==> src/rtl/ctl_xcry_seq_pkg.sv <==
// Shared CTL definitions for the multi-word adder carry sequencer:
// sequencer state encoding and the first-word carry-in rule.
package ctl_xcry_seq_pkg;

  typedef enum logic {
    IDLE = 1'b0,
    RUN  = 1'b1
  } ctl_state_e;

  // First-word AD carry-in: AR0 is folded into the CRAM carry when the XCRY
  // special function is selected, and the whole carry is forced to zero on a
  // PI cycle that saves flags (pc_plus1_inh together with the special function).
  function automatic logic xcry_cin(input logic ar0, input logic spec,
                                    input logic cram, input logic inh);
    return ~(inh & spec) & ((ar0 & spec) ^ cram);
  endfunction

endpackage

==> src/rtl/ctl_xcry_seq_cry_flags.sv <==
// CRY0/CRY1 flag latch. Loads the final word's carry-out / carry-into-MSB
// unless the operation saves flags (inhibit). A load on the same edge as
// clr wins over the clear. ovf is derived combinationally from the latch.
module ctl_cry_flags (
  input  logic clk,
  input  logic reset,
  input  logic clr,
  input  logic load,
  input  logic inhibit,
  input  logic cout,
  input  logic cin_msb,
  output logic cry0,
  output logic cry1,
  output logic ovf
);

  // Flag register: reset, then final-word load, then clear.
  always_ff @(posedge clk) begin
    if (reset) begin
      cry0 <= 1'b0;
      cry1 <= 1'b0;
    end else if (load && !inhibit) begin
      cry0 <= cout;
      cry1 <= cin_msb;
    end else if (clr) begin
      cry0 <= 1'b0;
      cry1 <= 1'b0;
    end
  end

  // Overflow is the disagreement of the two carries around the MSB.
  always_comb begin
    ovf = cry0 ^ cry1;
  end

endmodule

==> src/rtl/ctl_xcry_seq.sv <==
// Multi-word adder carry sequencer. Issues the AD carry-in for each word of a
// 1..MAXWORDS-word add, chains word carries, drives ad_long and latches the
// final carry flags.
//
// Handshake: start is a request that is taken only while the sequencer is
// idle (busy=0); it is ignored while busy. step is a one-cycle strobe from the
// datapath meaning "current word finished"; ad_cout/ad_cin_msb are only
// meaningful in a cycle with step=1, and step is ignored while idle. done is a
// one-cycle completion pulse, during which a new start is already accepted.
module ctl_xcry_seq
  import ctl_xcry_seq_pkg::*;
#(
  parameter int MAXWORDS = 2,
  parameter int CNTW     = 2
) (
  input  logic            clk,
  input  logic            reset,
  input  logic            start,
  input  logic [CNTW-1:0] nwords,
  input  logic            cram_ad_carry,
  input  logic            spec_xcry_ar0,
  input  logic            ar0,
  input  logic            pc_plus1_inh,
  input  logic            step,
  input  logic            ad_cout,
  input  logic            ad_cin_msb,
  input  logic            clr_flags,
  output logic            ad_carry_in,
  output logic            ad_long,
  output logic            busy,
  output logic [CNTW-1:0] word_idx,
  output logic            done,
  output logic            pi_save_flags,
  output logic            cry0,
  output logic            cry1,
  output logic            ovf
);

  localparam logic [CNTW-1:0] MAX_IDX = CNTW'(MAXWORDS - 1);

  ctl_state_e      state_q;
  logic [CNTW-1:0] last_q;
  logic [CNTW-1:0] last_d;
  logic            final_step;

  // Index of the last word: zero words means one, oversize counts clamp.
  always_comb begin
    last_d = '0;
    if (nwords == '0) begin
      last_d = '0;
    end else if (int'(nwords) > MAXWORDS) begin
      last_d = MAX_IDX;
    end else begin
      last_d = nwords - CNTW'(1);
    end
  end

  // The step that completes the last word of a running operation.
  always_comb begin
    final_step = (state_q == RUN) && step && (word_idx == last_q);
    ad_long    = busy && (word_idx != last_q);
  end

  // Sequencer FSM with registered outputs.
  always_ff @(posedge clk) begin
    if (reset) begin
      state_q       <= IDLE;
      last_q        <= '0;
      word_idx      <= '0;
      busy          <= 1'b0;
      done          <= 1'b0;
      ad_carry_in   <= 1'b0;
      pi_save_flags <= 1'b0;
    end else begin
      done <= 1'b0;
      case (state_q)
        IDLE: begin
          if (start) begin
            state_q       <= RUN;
            busy          <= 1'b1;
            word_idx      <= '0;
            last_q        <= last_d;
            pi_save_flags <= pc_plus1_inh & spec_xcry_ar0;
            ad_carry_in   <= xcry_cin(ar0, spec_xcry_ar0, cram_ad_carry, pc_plus1_inh);
          end
        end
        RUN: begin
          if (step) begin
            if (word_idx != last_q) begin
              word_idx    <= word_idx + CNTW'(1);
              ad_carry_in <= ad_cout;
            end else begin
              state_q <= IDLE;
              busy    <= 1'b0;
              done    <= 1'b1;
            end
          end
        end
        default: begin
          state_q <= IDLE;
          busy    <= 1'b0;
        end
      endcase
    end
  end

  ctl_cry_flags u_cry_flags (
    .clk     (clk),
    .reset   (reset),
    .clr     (clr_flags),
    .load    (final_step),
    .inhibit (pi_save_flags),
    .cout    (ad_cout),
    .cin_msb (ad_cin_msb),
    .cry0    (cry0),
    .cry1    (cry1),
    .ovf     (ovf)
  );

endmodule

==> config.mk <==
export PLATFORM = sky130hd
export DESIGN_NAME = ctl_xcry_seq
export DESIGN_NICKNAME = d
export VERILOG_FILES = /design/src/rtl/ctl_xcry_seq_pkg.sv /design/src/rtl/ctl_xcry_seq_cry_flags.sv /design/src/rtl/ctl_xcry_seq.sv
export SDC_FILE = /design/constraint.sdc
export NUM_CORES = 1
export LEC_CHECK = 0
export BUFFER_PORTS_ARGS = -buffer_cell sky130_fd_sc_hd__buf_2
export CAP_MARGIN = 10
export CORE_AREA = 5 5 42 44
export CTS_CLUSTER_DIAMETER = 150
export DETAILED_ROUTE_END_ITERATION = 10
export DIE_AREA = 0 0 47 49
export PLACE_DENSITY_LB_ADDON = 0.12
export SLEW_MARGIN = 20
export SYNTH_ARGS = -nofsm -noshare
export SYNTH_HDL_FRONTEND = slang
export SYNTH_SLANG_ARGS = --single-unit
==> constraint.sdc <==
create_clock -name clk -period 1.78 [get_ports clk]
set_clock_uncertainty 0.2 [all_clocks]
set_input_delay 0 -clock clk [delete_from_list [all_inputs] [get_ports clk]]
set_output_delay 0 -clock clk [all_outputs]
set_load 0.005 [all_outputs]
# Word level (Yosys, flattened, before mapping)
# Index checks and enable logic that the tools add are counted.
[word_totals]
ff_bits = 11
input_bits = 13
out_inout_bits = 10
[classes]
add_sub_neg = 2
order_cmp = 1
eq_ne = 6
mux = 22
bitwise = 8
n_reduce_logical = 11
[ops]
columns = ["cell", "count"]
rows = [
  ["2-to-1 mux 1 bit", 13],
  ["2-to-1 mux 2 bit", 5],
  ["!= test 2 bit (second input constant)", 3],
  ["case mux 1 bit (2 select lines)", 3],
  ["AND reduction 3 bit", 2],
  ["logical AND 1 bit", 4],
  ["case mux 2 bit (2 select lines)", 1],
  ["AND 1 bit", 3],
  ["inverter 1 bit", 3],
  ["OR reduction 3 bit", 1],
  ["adder 2 x 1 -> 2 bit (second input constant)", 1],
  ["== test 2 bit", 1],
  ["> comparator 2 bit (second input constant)", 1],
  ["zero test 2 bit", 1],
  ["!= test 2 x 1 -> 1 bit (second input constant)", 1],
  ["!= test 2 bit", 1],
  ["AND reduction 2 bit", 1],
  ["nonzero test 2 bit", 1],
  ["subtractor 2 x 1 -> 2 bit (second input constant)", 1],
  ["bitwise XOR 1 bit", 2],
  ["zero test 1 bit", 1],
]

# Longest topological paths before layout
# Gate-level depths: netlist (run 1).
[logic_depth]
word_depth = 5
depth_mapped = 5

# Modules after synthesis
# Synthesis (run 1) repeated with hierarchy kept, for this count alone.
[unflattened]
hier_cells = 54
area_unflattened_um2 = 533.0
[modules_own_cells]
columns = ["mod", "n_inst", "cells_per_inst", "area_per_inst_um2"]
rows = [
  ["ctl_xcry_seq", 1, 44, 426.7],
  ["ctl_cry_flags", 1, 10, 106.4],
]

# Worst setup path after synthesis (run 1)
# Ideal clock, no wire load.
[synth_timing]
path_kind = "register to register"
from = "register word_idx[0]"
to = "register u_cry_flags.cry0"
arrival_ns = 1.242
t_required_ns = 1.510
path_slack_ns = 0.267
path_stages_with_launch = 5
cell_sequence = "dfxtp_1 > xnor2_2 > nand4_2 > or3b_1 > a21oi_1"
[synth_via]
elab_chain_cells = 4
word_cells_on_any_way = 5
[synth_lines]
columns = ["element", "line_no", "rtl"]
rows = [
  ["start, declared", "ctl_xcry_seq.sv:31", "output logic [CNTW-1:0] word_idx,"],
  ["start signal, assigned", "ctl_xcry_seq.sv:90", "word_idx <= word_idx + CNTW'(1);"],
  ["== test 2 bit *", "ctl_xcry_seq.sv:60", "final_step = (state_q == RUN) && step && (word_idx == last_q);"],
  ["logical AND 1 bit *", "ctl_xcry_seq.sv:60", ""],
  ["logical AND 1 bit *", "ctl_xcry_seq_cry_flags.sv:22", "end else if (load && !inhibit) begin"],
  ["2-to-1 mux 1 bit / nonzero test 2 bit (equally long branches)", "-", ""],
  ["end signal, assigned", "ctl_xcry_seq_cry_flags.sv:23", "cry0 <= cout;"],
  ["end, declared", "ctl_xcry_seq_cry_flags.sv:12", "output logic cry0,"],
]
# Every way passes the cells marked *; elsewhere a longest branch is shown, timed or not.
# A chain may end at the register's enable or synchronous reset.

# Final worst setup path (run 1)
[layout_timing]
from = "input start"
to = "register last_q[0]"
[layout_via]
elab_chain_cells = 1
[layout_lines]
columns = ["element", "line_no", "rtl"]
rows = [
  ["start, declared", "ctl_xcry_seq.sv:18", "input logic start,"],
  ["AND reduction 2 bit (no source line)", "-", ""],
  ["end signal, assigned", "ctl_xcry_seq.sv:82", "last_q <= last_d;"],
  ["end, declared", "ctl_xcry_seq.sv:42", "logic [CNTW-1:0] last_q;"],
]
# No other way between the ends.

==> metrics, run 1 <==
leakage power of the design=0.4053 nW; area growth from synthesis to layout=67.06%; worst hold-check path type=input pin to register; CTS root buffer=sky130_fd_sc_hd__clkbuf_4; number of buffers on the longest clock path=2; number of library cell types mapped by synthesis=27; cell repeated most along the worst path=sky130_fd_sc_hd__dlygate4sd3_1; routed vias=545; post-detailed-placement half-perimeter wirelength=881.8 um; antenna cell count=0; sequential cell area in the final layout=224.0 um2; sinks on the clock net=11; fin nets=113; nets in the synthesized netlist=70; post-route ant nets=0; startpoint type of the worst setup path=input pin; largest voltage drop on the vdd net=0.3288 mV; cell area after synthesis=528.0 um2; area occupied by multi-input gates=319.1 um2; GP Congestion=0.6652; CTS clock-pin slew for the worst setup and hold paths=0.07 ns; CP top delay family=buffers and inverters; DRC viols=0; worst path bufs/invs=4; clock insertion delay at the later pin of the skew report=0.26 ns; fillcell total=126; antenna violations before repair=0; share of cells above drive strength 1=39.39%; detailed-route wire length=1300 um; maximum number of pins on one net before global-route repair=14; number of setup violations in the final report=0; Congestion Overflow GR=0; vias in the first global route=513; Seq/Total Area, Yosys=41.71%; fmax=0.5773 GHz; tightest hold margin=0.01068 ns; Placeable Area=0.001401 mm2; maximum level of the CTS H-tree=1; vertical die dimension=49 um; crit share post-route=97.31%; Top Ports=23; commonest non-fill, non-tap cell in the layout=sky130_fd_sc_hd__buf_2; number of max-cap violations=0; clock buffers created by TritonCTS=3; Worst path max stage delay=0.55 ns; global-route usage over all layers=12.43%; average size of a mapped cell=9.263 um2; number of hold violations in the final report=0; Relative slew margins=74.62%; top cell type's share of synthesized area=41.71%; Slew Viols, Final=0; Setup CP Type=input pin to register; power density normalized to cell area=614.9 mW/mm2; library cell occupying the most area in the post-synthesis netlist=sky130_fd_sc_hd__dfxtp_1; WL/cell=11.30 um; maximum fanout count along the critical path=6; cells taking the most area after synthesis=sky130_fd_sc_hd__dfxtp_1, sky130_fd_sc_hd__xnor2_2, sky130_fd_sc_hd__a21oi_1; post-synthesis sequential element count=11; slew at the pin with the worst max-slew slack=0.3711 ns; slowest CP cell=sky130_fd_sc_hd__dlygate4sd3_1; Tmin final=1.732 ns; first-pass iteration count of the detailed router=2; Die Outline Area=0.002303 mm2; effective utilization at floorplan=37.68%; Required @ worst endpoint=1.73 ns; leading cell types in the layout, fill and taps excluded=sky130_fd_sc_hd__buf_2, sky130_fd_sc_hd__dlygate4sd3_1, sky130_fd_sc_hd__dfxtp_1; first-pass GRT wire length=2125 um; yosys warns=0; placement row count=14; overall die width=47 um; critical path capture point type=register; outcome=completed; clock tree from TritonCTS=built; cells after synthesis=57; PortBufs=21; crit path cell chain=dlygate4sd3_1 -> buf_2 -> nor2b_4 -> buf_6 -> mux2i_1 -> nor2_1 -> dlygate4sd3_1; sum of negative setup slack=0 ns; Critical Path AT=1.68 ns; initial drt markers=4; Avg Vias per Cell=4.739
## metrics by stage
stage | cells | cell area (um2) | total power, mW | utilization, % | setup WS, ns
after floorplan | 57 | 528.0 | 0.3104 | - | 0.2674
after global placement | 94 | 651.9 | 0.3416 | 46.52 | 0.2398
after detailed placement | 94 | 651.9 | 0.3430 | 46.52 | 0.2246
after CTS | 110 | 798.3 | 0.5343 | 56.96 | 0.04028
after global routing | 115 | 882.1 | 0.5810 | 62.95 | -0.03283
final | 115 | 882.1 | 0.5424 | 62.95 | 0.04782
## tightest hold or removal path: cells and delay by family
kind                   cells  cell delay [ns]
AOI/OAI and AO/OA          3             0.34
buffers and inverters      1             0.09
## worst paths after layout
| kind | startpoint | endpoint | slack, ns | cells after the start |
|---|---|---|---|---|
| max | start | last_q[0]$_SDFFE_PP0P_ | 0.05 | 7 |
| min | cram_ad_carry | ad_carry_in$_SDFFE_PP0P_ | 0.01 | 4 |
| max reg2reg | word_idx[1]$_SDFFE_PP0P_ | state_q$_SDFF_PP0_ | 0.06 | 5 |
| min reg2reg | ad_carry_in$_SDFFE_PP0P_ | ad_carry_in$_SDFFE_PP0P_ | 0.27 | 2 |
## power by group
group          switching (mW)  internal [mW]
combinational          0.0412         0.0668
sequential             0.0118          0.257
clock                  0.0785         0.0866
total                   0.131          0.411
## kinds of logic (layout without fill, tap and decap cells)
kind of cell           count (synthesis)  in the layout  share of synthesized area, %
buffers and inverters                  5             47                         5.212
XOR/XNOR                               3              3                         7.820
flip-flops                            11             11                         41.71
AND/OR/NAND/NOR                       22             22                         25.12
multiplexers                           1              1                         1.896
AO/OA/AOI/OAI                         15             15                         18.25
## repair_timing
action                                  in CTS  in global routing
endpoints found under the hold margin       11                  0
gates resized for setup                      0                  8
endpoints found under the setup margin       0                  4
setup buffers                                0                  5
hold buffers                                12                  0
## sequential cells by signal, indices dropped and copies added (netlist names)
signal            cells
ad_carry_in           1
busy                  1
done                  1
last_q                2
pi_save_flags         1
state_q               1
u_cry_flags.cry0      1
u_cry_flags.cry1      1
word_idx              2
## final cells by class
class                   count  area share, %
inverters                   3          1.277
clock buffers               4          2.979
repair buffers             40          31.91
flip-flops and latches     11          25.39
multi-input cells          41          36.17
well taps                  16          2.270
## cells in the mapped netlist
| cell type | instances |
|---|---|
| sky130_fd_sc_hd__xor2_1 | 1 |
| sky130_fd_sc_hd__and2_1 | 1 |
| sky130_fd_sc_hd__nand3_1 | 2 |
| sky130_fd_sc_hd__dlymetal6s2s_1 | 1 |
| sky130_fd_sc_hd__a211o_1 | 1 |
| sky130_fd_sc_hd__dfxtp_1 | 11 |
| sky130_fd_sc_hd__nor4bb_1 | 1 |
| sky130_fd_sc_hd__and2b_1 | 2 |
| sky130_fd_sc_hd__nand4b_1 | 1 |
| sky130_fd_sc_hd__nor2b_1 | 1 |
| sky130_fd_sc_hd__nor3b_1 | 1 |
| sky130_fd_sc_hd__o31ai_1 | 1 |
| sky130_fd_sc_hd__a31o_1 | 1 |
| sky130_fd_sc_hd__or3b_1 | 2 |
| sky130_fd_sc_hd__a21oi_1 | 6 |
| sky130_fd_sc_hd__a21o_2 | 1 |
| sky130_fd_sc_hd__clkbuf_1 | 1 |
| sky130_fd_sc_hd__xnor2_2 | 2 |
| sky130_fd_sc_hd__o221ai_1 | 1 |
| sky130_fd_sc_hd__nor3_1 | 1 |
| sky130_fd_sc_hd__a2111oi_0 | 1 |
| sky130_fd_sc_hd__inv_1 | 3 |
| sky130_fd_sc_hd__nor2_1 | 6 |
| sky130_fd_sc_hd__o21ai_0 | 3 |
| sky130_fd_sc_hd__nand2_1 | 3 |
| sky130_fd_sc_hd__nand4_2 | 1 |
| sky130_fd_sc_hd__mux2i_1 | 1 |
## routing by layer
layer  share of wire (%)  vias up  GRT usage, %
met5                   0        -             0
met4                   0        0         2.765
met3                 7.8        0         5.535
met2                  51       15         20.36
met1                  41      240         14.41
li1                    -      290             -
Note: power is estimated with default switching activity, not from simulation.
==> run 2, diff against run 1 <==
Settings changed: BUFFER_PORTS_ARGS -buffer_cell sky130_fd_sc_hd__buf_2 to default, DONT_BUFFER_PORTS from default to 1.
==> metrics, run 2 (synthesis results as in run 1) <==
WL/cell=13.43 um (was 11.30 um); sequential cell area in the final layout=224.0 um2 (unchanged); area growth from synthesis to layout=31.04% (was 67.06%); maximum number of pins on one net before global-route repair=14 (unchanged); first-pass iteration count of the detailed router=2 (unchanged); area occupied by multi-input gates=280.3 um2 (was 319.1 um2); crit share post-route=94.95% (was 97.31%); Critical Path AT=1.65 ns (was 1.68 ns); largest voltage drop on the vdd net=0.2673 mV (was 0.3288 mV); registers with the most flip-flops=last_q (2), word_idx (2) (unchanged); Congestion Overflow GR=0 (unchanged); number of hold violations in the final report=0 (unchanged); detailed-route wire length=1195 um (was 1300 um); Slew Viols, Final=0 (unchanged); overall die width=47 um (unchanged); number of buffers on the longest clock path=2 (unchanged); part of the power in the clock network=33.0% (was 30.4%); clock tree from TritonCTS=built (unchanged); clock insertion delay at the later pin of the skew report=0.26 ns (about the same); clock buffers created by TritonCTS=3 (unchanged); Logic pwr share=14.3% (was 19.9%); share of cells above drive strength 1=16.44% (was 39.39%); switching pwr=0.1235 mW (was 0.1315 mW); critical path capture point type=register (unchanged); startpoint type of the worst setup path=register (was input pin); relative contribution of sequential cells to total power=52.7% (was 49.6%); number of setup violations in the final report=0 (unchanged); post-route ant nets=0 (unchanged); Die Outline Area=0.002303 mm2 (unchanged); sinks on the clock net=11 (unchanged); slew at the pin with the worst max-slew slack=0.4733 ns (was 0.3711 ns); setup repair after global routing missed its margin=false; effective utilization at floorplan=37.68% (unchanged); maximum fanout count along the critical path=6 (unchanged); fillcell total=147 (was 126); Post-Place Cell Area=546.8 um2 (was 651.9 um2); vias in the first global route=431 (was 513); leading cell types in the layout, fill and taps excluded=sky130_fd_sc_hd__dfxtp_1, sky130_fd_sc_hd__dlygate4sd3_1, sky130_fd_sc_hd__a21oi_1, sky130_fd_sc_hd__nor2_1, sky130_fd_sc_hd__buf_4 (was sky130_fd_sc_hd__buf_2, sky130_fd_sc_hd__dlygate4sd3_1, sky130_fd_sc_hd__dfxtp_1); total non-filler cell area in the finished layout=691.9 um2 (was 882.1 um2); sum of negative setup slack=0 ns (unchanged); Tmin final=1.690 ns (was 1.732 ns); leakage power of the design=0.2733 nW (was 0.4053 nW); post-layout power=0.5082 mW (was 0.5424 mW); power density normalized to cell area=734.5 mW/mm2 (was 614.9 mW/mm2); initial drt markers=4 (unchanged); CTS clock-pin slew for the worst setup and hold paths=0.07 ns (about the same); first-pass GRT wire length=1842 um (was 2125 um); Required @ worst endpoint=1.73 ns (about the same); outcome=completed (unchanged); Setup CP Type=register to register (was input pin to register); maximum level of the CTS H-tree=1 (unchanged); CTS root buffer=sky130_fd_sc_hd__clkbuf_4 (unchanged); antenna violations before repair=0 (unchanged); worst hold-check path type=input pin to register (unchanged); antenna cell count=0 (unchanged); Placeable Area=0.001401 mm2 (unchanged); GP Congestion=0.6646 (was 0.6652); routed vias=461 (was 545); post-detailed-placement half-perimeter wirelength=832.1 um (was 881.8 um); fin nets=87 (was 113); Relative slew margins=68.34% (was 74.62%); fmax=0.5917 GHz (was 0.5773 GHz); number of max-cap violations=0 (unchanged); vertical die dimension=49 um (unchanged); placement row count=14 (unchanged); internal portion of total power=0.3847 mW (was 0.4109 mW); Avg Vias per Cell=5.180 (was 4.739); PortBufs=0 (was 21); DRC viols=0 (unchanged); Top Ports=23 (unchanged); global-route usage over all layers=11.29% (was 12.43%); Switching Share=24.31% (was 24.24%)
==> run 2: cell type report <==
| type | instances | area share (%) |
|---|---|---|
| multi-input combinational | 41 | 40.51 |
| sequential | 11 | 32.37 |
| timing repair buffer | 14 | 18.81 |
| clock buffer | 4 | 3.797 |
| tap | 16 | 2.893 |
| inverter | 3 | 1.627 |
==> run 2: worst paths after layout <==
check                                             endpoint                startpoint  cells past startpoint  slack, ns
worst max-delay path            pi_save_flags$_SDFFE_PP0P_        state_q$_SDFF_PP0_                      6       0.09
worst min-delay path                last_q[0]$_SDFFE_PP0P_                 nwords[1]                      3       0.23
worst max register to register  pi_save_flags$_SDFFE_PP0P_        state_q$_SDFF_PP0_                      6       0.09
worst min register to register    ad_carry_in$_SDFFE_PP0P_  ad_carry_in$_SDFFE_PP0P_                      2       0.29
==> run 2: critical path, stage by stage (launching register included) <==
cell and delay, ns:
sky130_fd_sc_hd__dfxtp_4 0.37, sky130_fd_sc_hd__nor2b_1 0.10, sky130_fd_sc_hd__buf_4 0.15, sky130_fd_sc_hd__inv_1 0.07, sky130_fd_sc_hd__nand2_1 0.07, sky130_fd_sc_hd__a21oi_1 0.05
sky130_fd_sc_hd__dlygate4sd3_1 0.57
==> run 2: power groups by stage <==
stage	logic (mW)	clock network, mW	registers, mW
2_1_floorplan	0.0389	0	0.271
3_3_place_gp	0.0438	0	0.274
3_5_place_dp	0.0440	0	0.274
4_1_cts	0.0711	0.176	0.268
5_1_grt	0.0826	0.193	0.270
6_report	0.0725	0.168	0.268
==> run 2: per-layer routing <==
metal	vias to the layer above	track usage [%]	part of all wire, %
li1	238	-	-
met1	208	11.73	40
met2	13	18.78	50
met3	2	4.428	9.4
met4	0	5.530	0.84
met5	-	0	0
==> run 2: timing repair <==
item                                   in CTS  in global routing
setup buffers                               0                  2
hold buffers                               11                  0
setup endpoints to repair                   0                  2
endpoints found under the hold margin      11                  0
resized for setup                           0                  2
==> run 2: stage by stage <==
stage | hold slack (ns) | setup slack, ns | utilization, % | cells
6_report | 0.2299 | 0.08987 | 49.38 | 89
5_1_grt | 0.2645 | 0.002870 | 49.38 | 89
4_1_cts | 0.2232 | 0.02728 | 48.75 | 88
3_5_place_dp | -0.1278 | 0.1913 | 39.02 | 73
3_3_place_gp | -0.1281 | 0.1989 | 39.02 | 73
2_1_floorplan | -0.05276 | 0.2674 | - | 57
